## config.mk

```make
export PLATFORM = sky130hd
export DESIGN_NAME = video_out_stage_flat
export DESIGN_NICKNAME = d
export VERILOG_FILES = /design/src/rtl/video_out_stage_if.sv /design/src/rtl/video_out_stage.sv /design/src/flat_wrapper.sv
export SDC_FILE = /design/constraint.sdc
export NUM_CORES = 1
export LEC_CHECK = 0
export BUFFER_PORTS_ARGS = -buffer_cell sky130_fd_sc_hd__buf_2
export CORE_UTILIZATION = 53
export CTS_CLUSTER_SIZE = 16
export DETAILED_ROUTE_END_ITERATION = 8
export HOLD_SLACK_MARGIN = 0.02
export PLACE_DENSITY_LB_ADDON = 0.25
export SLEW_MARGIN = 20
export SYNTH_ARGS = -nofsm -noshare
export SYNTH_HDL_FRONTEND = slang
export SYNTH_SLANG_ARGS = --single-unit
```

## constraint.sdc

```tcl
create_clock -name clk -period 5.2 [get_ports clk]
set_input_delay 0.26 -clock clk [delete_from_list [all_inputs] [get_ports clk]]
set_output_delay 0.26 -clock clk [all_outputs]
set_load 0.1 [all_outputs]
```

## src/rtl/video_out_stage_if.sv

```systemverilog
// Pixel, timing and measurement bundle between the test-pattern generator
// side and the video mixer side of video_out_stage.
interface video_out_stage_if #(
    parameter int CNT_W = 11
);
    logic             ce_pix;
    logic [7:0]       video;
    logic             HBlank;
    logic             VBlank;
    logic             HSync;
    logic             VSync;
    logic [1:0]       scanlines;
    logic [1:0]       tint;
    logic             ce_pix_o;
    logic [7:0]       r;
    logic [7:0]       g;
    logic [7:0]       b;
    logic             de;
    logic             hs_o;
    logic             vs_o;
    logic             hb_o;
    logic             vb_o;
    logic [CNT_W-1:0] act_width;
    logic [CNT_W-1:0] act_height;
    logic             meas_stb;

    modport slave (
        input  ce_pix, video, HBlank, VBlank, HSync, VSync, scanlines, tint,
        output ce_pix_o, r, g, b, de, hs_o, vs_o, hb_o, vb_o,
        output act_width, act_height, meas_stb
    );

    modport master (
        output ce_pix, video, HBlank, VBlank, HSync, VSync, scanlines, tint,
        input  ce_pix_o, r, g, b, de, hs_o, vs_o, hb_o, vb_o,
        input  act_width, act_height, meas_stb
    );
endinterface

```

## src/rtl/video_out_stage.sv

```systemverilog
// Two-stage luma to RGB post-processor: scanline dimming, colour tint,
// sync alignment and active frame geometry measurement.
module video_out_stage #(
    parameter int CNT_W = 11,
    parameter int PIPE  = 2
) (
    input logic               clk,
    input logic               reset,
    video_out_stage_if.slave  vid
);
    localparam logic [CNT_W-1:0] CMAX = '1;

    if (PIPE != 2) begin : g_pipe_chk
        $error("video_out_stage only supports PIPE = 2");
    end

    logic [7:0]       v1;
    logic             hb1;
    logic             vb1;
    logic             hs1;
    logic             vs1;
    logic             de1;
    logic             de1_d;
    logic             vb1_d;
    logic             odd;
    logic [CNT_W-1:0] hcnt;
    logic [CNT_W-1:0] vcnt;
    logic [CNT_W-1:0] last_w;
    logic             fall;
    logic             vrise;
    logic [7:0]       dim;
    logic [7:0]       tr;
    logic [7:0]       tg;
    logic [7:0]       tb;
    logic [CNT_W-1:0] w_fin;
    logic [CNT_W-1:0] h_fin;

    assign fall  = de1_d & ~de1;
    assign vrise = vb1 & ~vb1_d;

    // A line ending on the same pixel that VBlank rises still belongs to this frame
    assign w_fin = fall ? hcnt : last_w;
    assign h_fin = (fall && vcnt != CMAX) ? vcnt + 1'b1 : vcnt;

    always_comb begin
        dim = v1;
        if (odd) begin
            case (vid.scanlines)
                2'd1:    dim = v1 - (v1 >> 2);
                2'd2:    dim = v1 >> 1;
                2'd3:    dim = v1 >> 2;
                default: dim = v1;
            endcase
        end
    end

    always_comb begin
        tr = 8'd0;
        tg = 8'd0;
        tb = 8'd0;
        case (vid.tint)
            2'd0: begin
                tr = dim;
                tg = dim;
                tb = dim;
            end
            2'd1: tg = dim;
            2'd2: begin
                tr = dim;
                tg = (dim >> 1) + (dim >> 2);
            end
            default: begin
                tg = dim >> 1;
                tb = dim;
            end
        endcase
    end

    always_ff @(posedge clk or posedge reset) begin
        if (reset) begin
            v1           <= 8'd0;
            hb1          <= 1'b0;
            vb1          <= 1'b0;
            hs1          <= 1'b0;
            vs1          <= 1'b0;
            de1          <= 1'b0;
            de1_d        <= 1'b0;
            vb1_d        <= 1'b0;
            odd          <= 1'b0;
            vid.ce_pix_o <= 1'b0;
            vid.r        <= 8'd0;
            vid.g        <= 8'd0;
            vid.b        <= 8'd0;
            vid.de       <= 1'b0;
            vid.hs_o     <= 1'b0;
            vid.vs_o     <= 1'b0;
            vid.hb_o     <= 1'b0;
            vid.vb_o     <= 1'b0;
        end else begin
            vid.ce_pix_o <= vid.ce_pix;
            if (vid.ce_pix) begin
                v1    <= vid.video;
                hb1   <= vid.HBlank;
                vb1   <= vid.VBlank;
                hs1   <= vid.HSync;
                vs1   <= vid.VSync;
                de1   <= ~vid.HBlank & ~vid.VBlank;
                de1_d <= de1;
                vb1_d <= vb1;
                if (vb1) begin
                    odd <= 1'b0;
                end else if (fall) begin
                    odd <= ~odd;
                end
                vid.r    <= de1 ? tr : 8'd0;
                vid.g    <= de1 ? tg : 8'd0;
                vid.b    <= de1 ? tb : 8'd0;
                vid.de   <= de1;
                vid.hs_o <= hs1;
                vid.vs_o <= vs1;
                vid.hb_o <= hb1;
                vid.vb_o <= vb1;
            end
        end
    end

    always_ff @(posedge clk or posedge reset) begin
        if (reset) begin
            hcnt           <= '0;
            vcnt           <= '0;
            last_w         <= '0;
            vid.act_width  <= '0;
            vid.act_height <= '0;
            vid.meas_stb   <= 1'b0;
        end else begin
            vid.meas_stb <= 1'b0;
            if (vid.ce_pix) begin
                if (vrise) begin
                    vid.act_width  <= w_fin;
                    vid.act_height <= h_fin;
                    vid.meas_stb   <= 1'b1;
                    hcnt           <= '0;
                    vcnt           <= '0;
                    last_w         <= '0;
                end else if (fall) begin
                    last_w <= hcnt;
                    hcnt   <= '0;
                    if (vcnt != CMAX) begin
                        vcnt <= vcnt + 1'b1;
                    end
                end else if (de1 && hcnt != CMAX) begin
                    hcnt <= hcnt + 1'b1;
                end
            end
        end
    end
endmodule

```

## src/flat_wrapper.sv

```systemverilog
// flat-port wrapper written by rule: the top's interface ports become plain ports
module video_out_stage_flat 
#(
    parameter int CNT_W = 11,
    parameter int PIPE  = 2
)
  (clk, reset, vid_ce_pix, vid_video, vid_HBlank, vid_VBlank, vid_HSync, vid_VSync, vid_scanlines, vid_tint, vid_ce_pix_o, vid_r, vid_g, vid_b, vid_de, vid_hs_o, vid_vs_o, vid_hb_o, vid_vb_o, vid_act_width, vid_act_height, vid_meas_stb);
  video_out_stage_if #(.CNT_W(CNT_W)) vid_i ();
  input logic clk;
  input logic reset;
  input wire logic [$bits(vid_i.ce_pix)-1:0] vid_ce_pix;
  input wire logic [$bits(vid_i.video)-1:0] vid_video;
  input wire logic [$bits(vid_i.HBlank)-1:0] vid_HBlank;
  input wire logic [$bits(vid_i.VBlank)-1:0] vid_VBlank;
  input wire logic [$bits(vid_i.HSync)-1:0] vid_HSync;
  input wire logic [$bits(vid_i.VSync)-1:0] vid_VSync;
  input wire logic [$bits(vid_i.scanlines)-1:0] vid_scanlines;
  input wire logic [$bits(vid_i.tint)-1:0] vid_tint;
  output wire logic [$bits(vid_i.ce_pix_o)-1:0] vid_ce_pix_o;
  output wire logic [$bits(vid_i.r)-1:0] vid_r;
  output wire logic [$bits(vid_i.g)-1:0] vid_g;
  output wire logic [$bits(vid_i.b)-1:0] vid_b;
  output wire logic [$bits(vid_i.de)-1:0] vid_de;
  output wire logic [$bits(vid_i.hs_o)-1:0] vid_hs_o;
  output wire logic [$bits(vid_i.vs_o)-1:0] vid_vs_o;
  output wire logic [$bits(vid_i.hb_o)-1:0] vid_hb_o;
  output wire logic [$bits(vid_i.vb_o)-1:0] vid_vb_o;
  output wire logic [$bits(vid_i.act_width)-1:0] vid_act_width;
  output wire logic [$bits(vid_i.act_height)-1:0] vid_act_height;
  output wire logic [$bits(vid_i.meas_stb)-1:0] vid_meas_stb;
  assign vid_i.ce_pix = vid_ce_pix;
  assign vid_i.video = vid_video;
  assign vid_i.HBlank = vid_HBlank;
  assign vid_i.VBlank = vid_VBlank;
  assign vid_i.HSync = vid_HSync;
  assign vid_i.VSync = vid_VSync;
  assign vid_i.scanlines = vid_scanlines;
  assign vid_i.tint = vid_tint;
  assign vid_ce_pix_o = vid_i.ce_pix_o;
  assign vid_r = vid_i.r;
  assign vid_g = vid_i.g;
  assign vid_b = vid_i.b;
  assign vid_de = vid_i.de;
  assign vid_hs_o = vid_i.hs_o;
  assign vid_vs_o = vid_i.vs_o;
  assign vid_hb_o = vid_i.hb_o;
  assign vid_vb_o = vid_i.vb_o;
  assign vid_act_width = vid_i.act_width;
  assign vid_act_height = vid_i.act_height;
  assign vid_meas_stb = vid_i.meas_stb;
  video_out_stage #(.CNT_W(CNT_W), .PIPE(PIPE)) u_core (.clk(clk), .reset(reset), .vid(vid_i));
endmodule
```

; ---- Yosys cells after proc, flatten, opt, wreduce, memory -nomap -nowiden
; Index checks and enable logic that the tools add are counted.
[totals]
reg_bits = 100
inputBits = 19
out_inout_bits = 53
wordCells = 76
[op_classes]
add_sub_neg = 4
eq_ne = 7
mux = 21
bitwise_logic = 8
reduce_logical = 14
[op_table]
columns = op, n
row1 = 11-bit two-way mux, 9
row2 = 8-bit two-way mux, 6
row3 = 8-bit case mux with 3 select lines, 1
row4 = "11-bit by 1-bit adder with 11-bit output, second input constant", 2
row5 = "11-bit inequality test, second input constant", 2
row6 = 8-bit case mux with 2 select lines, 1
row7 = 7-bit by 6-bit adder with 8-bit output, 1
row8 = 8-bit by 6-bit subtractor with 8-bit output, 1
row9 = "2-bit == test, second input constant", 3
row10 = 2-bit AND reduction, 3
row11 = 2-bit nonzero test, 3
row12 = 2-bit OR reduction, 3
row13 = 1-bit NOT, 5
row14 = "2-bit by 1-bit == test with 1-bit output, second input constant", 2
row15 = 1-bit two-way mux, 4
row16 = 1-bit bitwise AND, 3
row17 = 3-bit AND reduction, 1
row18 = 3-bit nonzero test, 1
row19 = 1-bit logical AND, 2
row20 = 2-bit zero test, 1

; ---- Longest topological paths before layout
; Gate-level depths: netlist (run 1).
[depth]
depth_word = 6
mapped_depth = 18
ltp_nobuf = 18

; ---- Worst setup path after synthesis (run 1)
; Ideal clock, no wire load.
[synth_path]
path_type = flip-flop to flip-flop
start = register u_core.v1[0]
end = register u_core.vid.g[6]
setup_time_ps = 123
t_arrival_ps = 3333
path_slack_ps = 1744
stages_incl_launch_ff = 19
period_less_slack_ps = 3456
cell_sequence = dfrtp_1 inv_1 ha_1 inv_1 fa_1 xor2_1 mux2i_1 a21oi_1 o22ai_1 inv_1 ha_1 inv_1 fa_1 nor2b_1 o31a_1 o21ai_0 a2111oi_2 nand4bb_1 a32o_1
[synth_between]
elab_chain_len = 6
[synth_lines]
columns = element, line
row1 = start: declaration, video_out_stage.sv:17  ; logic [7:0] v1;
row2 = start signal: assignment, video_out_stage.sv:102  ; v1 <= vid.video;
row3 = 8-bit by 6-bit subtractor with 8-bit output (*), video_out_stage.sv:49  ; 2'd1: dim = v1 - (v1 >> 2);
row4 = 8-bit case mux with 3 select lines (*), video_out_stage.sv:48  ; case (vid.scanlines)
row5 = 8-bit two-way mux (*), video_out_stage.sv:47  ; if (odd) begin
row6 = 7-bit by 6-bit adder with 8-bit output, video_out_stage.sv:70  ; tg = (dim >> 1) + (dim >> 2);
row7 = 8-bit case mux with 2 select lines (*), video_out_stage.sv:61  ; case (vid.tint)
row8 = 8-bit two-way mux (*), video_out_stage.sv:116  ; vid.g <= de1 ? tg : 8'd0;
row9 = end signal: assignment, video_out_stage.sv:116
row10 = end: declaration, video_out_stage_if.sv:29  ; output ce_pix_o, r, g, b, de, hs_o, vs_o, hb_o, vb_o,
; Every way passes the cells marked *; elsewhere a longest branch is shown, timed or not.
; A chain may end at the register's enable or synchronous reset.

; ---- Worst setup path after layout (run 1)
[layout_path]
start = register u_core.v1[2]
end = register u_core.vid.g[6]
[layout_between]
elab_chain_len = 6
[layout_lines]
columns = element, line
row1 = 8-bit by 6-bit subtractor with 8-bit output, video_out_stage.sv:49
row2 = 8-bit case mux with 3 select lines, video_out_stage.sv:48
row3 = 8-bit two-way mux (*), video_out_stage.sv:47
row4 = 7-bit by 6-bit adder with 8-bit output, video_out_stage.sv:70
row5 = 8-bit case mux with 2 select lines (*), video_out_stage.sv:61
row6 = 8-bit two-way mux (*), video_out_stage.sv:116
; Marks and branches as above.

==> flow_summary.ini, run 1 <==
[floorplan]
core-area_um2 = 9415
floorplan.initialDensity = 0.5553
core_rows = 35
design.portCount = 72
die_area_um2 = 10270
fp.dieH_um = 101.3
die_width_um = 101.3

[power]
power_per_cell_area_nw_per_um2 = 378.2
worst_ir_drop_on_vdd_mv = 0.2574
leakage_dissipation_nw = 2.726

[critical_path]
setup.worst_path.end_class = flop
timing.critical_path.from_type = flop
crit_top_cell = inv_1
timing.critical_path.required_ns = 5.46
cells_along_the_critical_path = ha_1 -> inv_1 -> fa_1 -> xor2_1 -> mux2i_1 -> a21oi_1 -> o22ai_1 -> inv_1 -> ha_1 -> inv_1 -> fa_1 -> nor2b_1 -> o31a_1 -> o21ai_0 -> a2111oi_2 -> nand4bb_1 -> a32o_1
critPathMaxStageDelay_ns = 0.52
critical_path.max_fanout = 6
critical_path.slowest_cell = o22ai_1
worst-setup-path-type = reg2reg
worst-endpoint-arrival_ns = 4.28
worst_path_dominant_cell_family = compound AO/OA/AOI/OAI gates
path_buf_inv = 3

[sta]
setup_ws_ns = 1.181
report.final.setup_viol = 0
timing.fmax_mhz = 248.8
unrepaired_setup_endpoints_after_global_routing = no
min_period_over_period = 0.7729
maxSlewHeadroom = 0.3169
maxSlewViolCount = 0
finalHoldViolCount = 0
final.min_clock_period_ns = 4.019
clock_skew_ns = 0.01876
worst_hold_slack_ns = 0.08047
tightestPinTransition_ns = 1.024
summed_negative_setup_slack_over_all_endpoints_ns = 0

[grt]
first_pass_grt_wire_length_mm = 20.39
first_global_vias = 4231
grt_usage = 0.2539
grt_antenna_before_repair = 0
total_global_routing_overflow = 0
grt_max_degree = 54

[logic_synthesis]
async_flop_share = 1.000
number_of_enable_flip_flop_cells_after_synthesis = 0
syn-instance-count = 532
nets_in_the_synthesized_netlist = 572
leading_register_cell_type_out_of_synthesis = dfrtp_1
synth-seq-cells = 100
synth.distinct_cells = 67
ys.warnings.count = 0
avgSynthCellArea_um2 = 9.829
ys_seq_area_frac = 0.4786
post_synth_instance_area_um2 = 5229

[routing]
highest_layer = met4
route.detailed.wl_per_inst_um = 16.27
antenna_violating_nets_post_route = 0
vias = 4223
postRouteWirelength_mm = 11.78
dr_wl_met3_um = 514
first_pass_iters = 4
detailedRoute.firstIterationViolations = 238
wl_met2_mm = 5.471
drc = 0
m1WireLength_mm = 5.675
drt-vias-per-instance = 5.833

[clock_network]
post-cts-setup-buffer-count = 0
tritoncts_buffers = 9
htreeDepth = 3
cts_tree = done
cts-root-buf = clkbuf_8
clk-insertion-delay-late_ns = 0.37
clock-sinks = 100
max-clock-path-buffers = 2
clk_pin_slew_worst_paths_ns = 0.10
postCtsResizedCells = 0

[cells_and_area]
layout-drive-gt1-share = 0.1933
diodes = 0
final-seq-area_um2 = 2502
most_common_cell_after_layout_fill_and_taps_aside = dfrtp_1
non_filler_cell_area_final_um2 = 5864
multi_input_area_um2 = 2519
filler_cell_count = 807
syn_to_final_growth_pct = 12.16
layout.cells.most_common_list = dfrtp_1 (100), nand2_1 (71), buf_2 (71)
nets = 630

[place]
dpl-instance-area_um2 = 5649
pre_cts_ws_ns = 1.253
hpwl_mm = 8.196
numPortBuffers = 71
gp_congestion = 0.9321

[job]
max_cap_violation_count = 0

[run_status]
status = finished clean

[hold_path]
holdCritPathClass = in2reg
[report_power, final]
part,switching [mW],internal (mW)
Sequential,0.0501,0.845
Combinational,0.614,0.180
Clock,0.297,0.232
Total,0.961,1.26
[layer usage]
metal  GRT usage  vias to the layer above
met3     0.04969                       10
met4     0.08027                        0
met5           0                        -
met1      0.3636                     2078
met2      0.3914                      110
li1            -                     2025
[worst register-to-register path, cell delays in order (launching register included)]
cell	delay [ns]
dfrtp_1	0.46
ha_1	0.22
inv_1	0.06
fa_1	0.40
xor2_1	0.17
mux2i_1	0.13
a21oi_1	0.09
o22ai_1	0.52
inv_1	0.15
ha_1	0.27
inv_1	0.08
fa_1	0.18
nor2b_1	0.07
o31a_1	0.25
o21ai_0	0.31
a2111oi_2	0.12
nand4bb_1	0.20
a32o_1	0.26
[cell type report]
type / instances / share of cell area
clock buffers: 10 / 0.02176
flip-flops and latches: 100 / 0.4267
repair buffers: 73 / 0.06358
inverters: 27 / 0.01771
clock inverters: 6 / 0.01323
multi-input cells: 379 / 0.4295
well taps: 129 / 0.02752
[final timing paths]
| kind | startpoint | slack [ns] | to | cells past startpoint |
|---|---|---|---|---|
| max in group asynchronous | reset | 3.58 | u_core.vid.b[4] | 4 |
| min in group asynchronous | reset | 0.50 | u_core.vid.act_height[5] | 3 |
| worst min register to register | u_core.vid.act_height[0] | 0.49 | u_core.vid.act_height[0] | 2 |
| worst max-delay path | u_core.v1[2] | 1.18 | u_core.vid.g[6] | 17 |
| worst min-delay path | vid_HBlank | 0.08 | u_core.de1 | 2 |
| worst max register to register | u_core.v1[2] | 1.18 | u_core.vid.g[6] | 17 |
[registers in the layout (all words and copies together), names as in the netlist]
| name | count |
|---|---|
| u_core.hcnt | 11 |
| u_core.last_w | 11 |
| u_core.vcnt | 11 |
| u_core.vid.act_height | 11 |
| u_core.vid.act_width | 11 |
| u_core.v1 | 8 |
| u_core.vid.b | 8 |
| u_core.vid.g | 8 |
| u_core.vid.r | 8 |
| u_core.de1 | 1 |
| u_core.hb1 | 1 |
| u_core.hs1 | 1 |
| u_core.odd | 1 |
| u_core.vb1 | 1 |
| u_core.vid.ce_pix_o | 1 |
| u_core.vid.de | 1 |
| u_core.vid.hb_o | 1 |
| u_core.vid.hs_o | 1 |
| u_core.vid.meas_stb | 1 |
| u_core.vid.vb_o | 1 |
| u_core.vid.vs_o | 1 |
| u_core.vs1 | 1 |
[Yosys cell counts, types with 2 or more instances]
library cell / count / area, µm²
o2111ai_1: 2 / 17.52
o31ai_1: 8 / 60.06
o22ai_1: 6 / 37.54
o21a_1: 2 / 15.01
nand4_1: 2 / 12.51
xnor2_1: 4 / 35.03
o2bb2ai_1: 18 / 157.7
nand3_1: 8 / 40.04
or3_1: 3 / 18.77
o221ai_1: 4 / 35.03
nand2_1: 71 / 266.5
a31oi_1: 14 / 87.58
and3_1: 5 / 31.28
a21o_1: 5 / 37.54
ha_1: 19 / 237.7
o21ai_0: 46 / 230.2
nor3_1: 2 / 10.01
a21oi_1: 20 / 100.1
nor2b_1: 5 / 31.28
a22o_1: 18 / 157.7
fa_1: 2 / 40.04
mux2i_1: 6 / 60.06
buf_1: 3 / 11.26
dfrtp_1: 100 / 2502
mux2_2: 11 / 123.9
a211oi_1: 3 / 22.52
clkbuf_1: 18 / 67.56
o21ai_1: 3 / 15.01
a32o_1: 2 / 20.02
xor2_1: 9 / 78.83
nand2b_1: 11 / 68.82
buf_2: 4 / 20.02
a221oi_1: 2 / 17.52
nor2_1: 36 / 135.1
inv_1: 26 / 97.59
nor2_2: 3 / 18.77
[repair_timing]
item | in CTS | in global routing
endpoints found under the hold margin | 47 | 0
hold buffers | 1 | 0
setup endpoints to repair | 0 | 0
[per-stage QoR]
| step | cells | total power, mW | util |
|---|---|---|---|
| floorplan | 532 | 1.555 | - |
| global placement | 707 | 1.691 | 0.6000 |
| detailed placement | 707 | 1.701 | 0.6000 |
| CTS | 724 | 2.230 | 0.6229 |
| global route | 724 | 2.324 | 0.6229 |
| finish | 724 | 2.218 | 0.6229 |
[cells by family (layout without fill, tap and decap cells)]
group,count (synthesis),in the layout,share of synthesized area
flip-flops,100,100,0.4786
AND/OR/NAND/NOR,159,159,0.1426
XOR/XNOR,13,13,0.02178
adder cells (fa/ha/maj),21,21,0.05312
buffers and inverters,53,116,0.03972
AO/OA/AOI/OAI,169,169,0.2290
multiplexers,17,17,0.03518
Power figures use the tool's default switching activity.
==> inputs of run 2 (changes only) <==
==> constraint.sdc (replaced) <==
create_clock -name clk -period 4 [get_ports clk]
set_input_delay 0.2 -clock clk [delete_from_list [all_inputs] [get_ports clk]]
set_output_delay 0.2 -clock clk [all_outputs]
set_load 0.1 [all_outputs]
==> run 2 against run 1 <==
Compared with the run above: total power rose by 31%; final cell count increased by 0.28%; setup slack worse by 0.91 ns; final area is 0.53% higher; wire length up 3.7%; non-clock buffer count is 2 higher; sequential cell count did not move; via count up 0.76%; highest routed layer unchanged.
==> flow_summary.ini, run 2 (synthesized netlist as in run 1, its figures left out) <==
[cells_and_area]
multi_input_area_um2 = 2519
diodes = 0
final-seq-area_um2 = 2502
layout-drive-gt1-share = 0.1960
syn_to_final_growth_pct = 12.75
final_cell_count_no_fill = 726
filler_cell_count = 811
layout.cells.most_common_list = dfrtp_1 (100), nand2_1 (71), buf_2 (71)
nets = 632
layout.core_utilization = 0.6262
most_common_cell_after_layout_fill_and_taps_aside = dfrtp_1

[sta]
clock_skew_ns = 0.01678
finalHoldViolCount = 0
min_period_over_period = 0.9312
unrepaired_setup_endpoints_after_global_routing = no
final.min_clock_period_ns = 3.725
summed_negative_setup_slack_over_all_endpoints_ns = 0
report.final.setup_viol = 0
worst_hold_slack_ns = 0.03090
maxSlewViolCount = 0
maxSlewHeadroom = 0.3222
timing.fmax_mhz = 268.5
tightestPinTransition_ns = 1.016

[routing]
postRouteWirelength_mm = 12.22
detailedRoute.firstIterationViolations = 228
route.detailed.wl_per_inst_um = 16.83
first_pass_iters = 5
drt-vias-per-instance = 5.861
drc = 0
antenna_violating_nets_post_route = 0
vias = 4255

[power]
leakage_dissipation_nw = 2.740
design_power_total_mw = 2.913
worst_ir_drop_on_vdd_mv = 0.2854
power_per_cell_area_nw_per_um2 = 494.2

[floorplan]
floorplan.initialDensity = 0.5553
fp.dieH_um = 101.3
die_width_um = 101.3
die_area_um2 = 10270
design.portCount = 72
core-area_um2 = 9415
core_rows = 35

[clock_network]
clock-sinks = 100
clk_pin_slew_worst_paths_ns = 0.12
postCtsResizedCells = 0
cts-root-buf = clkbuf_8
htreeDepth = 3
hold_fix_buffers_cts = 2
max-clock-path-buffers = 2
cts_tree = done
post-cts-setup-buffer-count = 0
tritoncts_buffers = 9
clk-insertion-delay-late_ns = 0.38

[critical_path]
r2r-start = u_core.v1[2]
critical_path.startpoint = u_core.v1[2]
timing.critical_path.from_type = flop
worst-endpoint-arrival_ns = 4.00
worst-setup-path-type = reg2reg
timing.critical_path.required_ns = 4.28
critical_path.max_fanout = 6
setup.worst_path.end_class = flop

[grt]
grt_usage = 0.2542
grt_antenna_before_repair = 0
total_global_routing_overflow = 0
first_pass_grt_wire_length_mm = 20.44
grt_max_degree = 76
first_global_vias = 4223

[place]
numPortBuffers = 71
hpwl_mm = 8.540
placedCellCount = 708
gp_congestion = 0.8747

[job]
max_cap_violation_count = 0

[hold_path]
holdCritPathClass = in2async

[run_status]
status = finished clean
[run 2: critical path, cell delays in order, from the launching register on]
cell	delay, ns
dfrtp_1	0.45
ha_1	0.24
inv_1	0.07
fa_1	0.40
a21o_1	0.19
a21oi_1	0.19
or3_2	0.14
a41o_1	0.22
inv_1	0.10
ha_1	0.34
nor2b_1	0.17
o31a_1	0.25
o21ai_0	0.30
a2111oi_2	0.12
nand4bb_1	0.20
a32o_1	0.25
[run 2: area by class of cell]
type                            count  share of cell area
Tap cell                          129             0.02738
Timing Repair Buffer               75             0.06621
Clock inverter                      7             0.01613
Inverter                           27             0.01761
Multi-Input combinational cell    379              0.4272
Clock buffer                        9             0.02101
Sequential cell                   100              0.4244
[run 2: path summary, 6_finish.rpt]
check                                            to  slack (ns)  depth (start not counted)
max                                 u_core.vid.g[6]        0.28                         15
min                                    u_core.v1[5]        0.03                          2
max reg2reg                         u_core.vid.g[6]        0.28                         15
min reg2reg                u_core.vid.act_height[6]        0.48                          2
max in group asynchronous  u_core.vid.act_width[10]        3.08                          3
min in group clk                       u_core.v1[7]        0.04                          3
[run 2: metrics by stage]
step                cell area [µm²]  worst slack [ns]
finish                         5896            0.2753
global route                   5896           0.01033
CTS                            5896            0.3356
detailed placement             5657            0.3632
global placement               5657            0.4743
floorplan                      5229            0.5443
[run 2: power by group]
part,internal (mW),leakage (nW),switching [mW]
Sequential,1.10,1.33,0.0668
Clock,0.308,0.104,0.404
Combinational,0.238,1.31,0.799
Total,1.64,2.74,1.27
[run 2: layer usage]
layer / share of wire / vias up / global-route usage
met4: 0.016 / 0 / 0.07692
li1: - / 2026 / -
met3: 0.042 / 17 / 0.04210
met5: 0 / - / 0
met1: 0.46 / 2104 / 0.3445
met2: 0.48 / 108 / 0.4218
==> inputs of run 3 (changes only) <==
--- a/config.mk
+++ b/config.mk
@@ -6,7 +6,7 @@
 export NUM_CORES = 1
 export LEC_CHECK = 0
 export BUFFER_PORTS_ARGS = -buffer_cell sky130_fd_sc_hd__buf_2
-export CORE_UTILIZATION = 53
+export CORE_UTILIZATION = 52
 export CTS_CLUSTER_SIZE = 16
 export DETAILED_ROUTE_END_ITERATION = 8
 export HOLD_SLACK_MARGIN = 0.02
==> constraint.sdc (replaced) <==
create_clock -name clk -period 3.3 [get_ports clk]
set_input_delay 0.165 -clock clk [delete_from_list [all_inputs] [get_ports clk]]
set_output_delay 0.165 -clock clk [all_outputs]
set_load 0.1 [all_outputs]
==> run 3 against run 2 <==
Compared with the run above: total power increased by 26%; via count increased by 3.9%; clock skew about the same; sequential power increased by 22%; die area increased by 1.9%; clock power increased by 11%; highest routed layer unchanged; largest power group is now combinational cells; worst hold slack improved by 0.28 ns; fmax increased by 14%; sequential share of layout area decreased by 3.2 points; core utilization increased by 2.7 points.
==> flow_summary.ini, run 3 (synthesized netlist as in run 1, its figures left out) <==
[job]
max_cap_violation_count = 0

[cells_and_area]
multi_input_area_um2 = 2651
diodes = 0
most_common_cell_after_layout_fill_and_taps_aside = dfrtp_1
final-seq-area_um2 = 2504
final_cell_count_no_fill = 776
filler_cell_count = 834
layout.core_utilization = 0.6535
layout-drive-gt1-share = 0.2722
syn_to_final_growth_pct = 22.16
layout.cells.most_common_list = dfrtp_1 (99), nand2_1 (71), buf_2 (71)
nets = 678

[critical_path]
critPathMaxStageDelay_ns = 0.43
critical_path.max_fanout = 4
critical_path.slowest_cell = dfrtp_1
cells_along_the_critical_path = inv_1 -> ha_1 -> nor2b_1 -> o2111ai_1 -> a211oi_1 -> or3_4 -> inv_1 -> ha_4 -> o21a_1 -> o31a_1 -> o21ai_2 -> a2111oi_2 -> nand4bb_1 -> a32o_1
timing.critical_path.from_type = flop
timing.critical_path.required_ns = 3.58
path_buf_inv = 2
worst_path_dominant_cell_family = compound AO/OA/AOI/OAI gates
setup.worst_path.end_class = flop
crit_top_cell = inv_1
r2r_cells = 14
worst-endpoint-arrival_ns = 3.55
stages_on_worst_setup_path = 14
worst-setup-path-type = reg2reg

[clock_network]
tritoncts_buffers = 9
htreeDepth = 3
cts-root-buf = clkbuf_8
clk-insertion-delay-late_ns = 0.39
max-clock-path-buffers = 2
cts_tree = done
clk_pin_slew_worst_paths_ns = 0.09
clock-sinks = 100

[grt]
grt_usage = 0.2635
first_global_vias = 4291
first_pass_grt_wire_length_mm = 20.81
total_global_routing_overflow = 0
grt_antenna_before_repair = 0
grt_max_degree = 60

[routing]
route.detailed.wl_per_inst_um = 16.35
detailedRoute.firstIterationViolations = 153
vias = 4421
first_pass_iters = 4
drc = 0
antenna_violating_nets_post_route = 0
postRouteWirelength_mm = 12.69
drt-vias-per-instance = 5.697

[power]
design_power_total_mw = 3.659
power_per_cell_area_nw_per_um2 = 572.9
worst_ir_drop_on_vdd_mv = 0.4386
leakage_dissipation_nw = 2.949

[place]
hpwl_mm = 8.876
numPortBuffers = 71
pre_cts_ws_ns = -0.08729
placedCellCount = 737
gp_congestion = 0.9483

[sta]
report.final.setup_viol = 0
setup_ws_ns = 0.02731
clock_skew_ns = 0.01659
min_period_over_period = 0.9917
finalHoldViolCount = 0
unrepaired_setup_endpoints_after_global_routing = yes
timing.fmax_mhz = 305.6
maxSlewViolCount = 0
final.min_clock_period_ns = 3.273
maxSlewHeadroom = 0.4862
summed_negative_setup_slack_over_all_endpoints_ns = 0
tightestPinTransition_ns = 0.7707

[hold_path]
holdCritPathClass = in2reg
timing.hold.worst_path_depth = 1

[floorplan]
floorplan.initialDensity = 0.5349
fp.dieH_um = 102.3
core-area_um2 = 9774
die_width_um = 102.3
design.portCount = 72
die_area_um2 = 10460
core_rows = 36

[run_status]
status = finished clean
-- run 3: metal layers --
layer | routed length [µm] | global-route usage | up-vias
met5 | 0 | 0 | -
li1 | - | - | 2122
met4 | 280 | 0.09780 | 0
met2 | 6096 | 0.4197 | 113
met1 | 5675 | 0.3418 | 2158
met3 | 637 | 0.07661 | 28
-- run 3: final cells by class --
type | instances | area share
Tap cell | 133 | 0.02605
Clock inverter | 5 | 0.009598
Multi-Input combinational cell | 379 | 0.4151
Inverter | 27 | 0.01626
Timing Repair Buffer | 121 | 0.1205
Clock buffer | 11 | 0.02057
Sequential cell | 100 | 0.3920
-- run 3: path summary, 6_finish.rpt --
check	slack [ns]	end	startpoint
worst max-delay path	0.03	u_core.vid.g[6]	u_core.v1[3]
max in group asynchronous	2.09	u_core.vid.act_width[2]	reset
worst max register to register	0.03	u_core.vid.g[6]	u_core.v1[3]
worst min register to register	0.47	u_core.vid.act_height[8]	u_core.vid.act_height[8]
min in group asynchronous	0.45	u_core.vid.g[0]	reset
worst min-delay path	0.31	u_core.vid.ce_pix_o	vid_ce_pix
-- run 3: stage by stage --
stage	cell area (µm²)	hold WS, ns
after floorplan	5243	0.1964
after global placement	5863	0.3375
after detailed placement	5863	0.3390
after CTS	6280	0.2884
after global routing	6387	0.3124
final	6387	0.3117
-- run 3: what timing repair did --
action,4_1_cts,5_1_grt
setup buffers,4,5
setup endpoints to repair,2,4
resized for setup,11,18
pin swaps,11,18
gates cloned,0,0
hold buffers,14,0
hold endpoints to repair,69,0
-- run 3: report_power, final --
| part | internal, mW | switching [mW] | total (mW) |
|---|---|---|---|
| sequential | 1.33 | 0.0740 | 1.41 |
| combinational | 0.422 | 1.04 | 1.47 |
| clock | 0.354 | 0.434 | 0.788 |
| total | 2.11 | 1.55 | 3.66 |
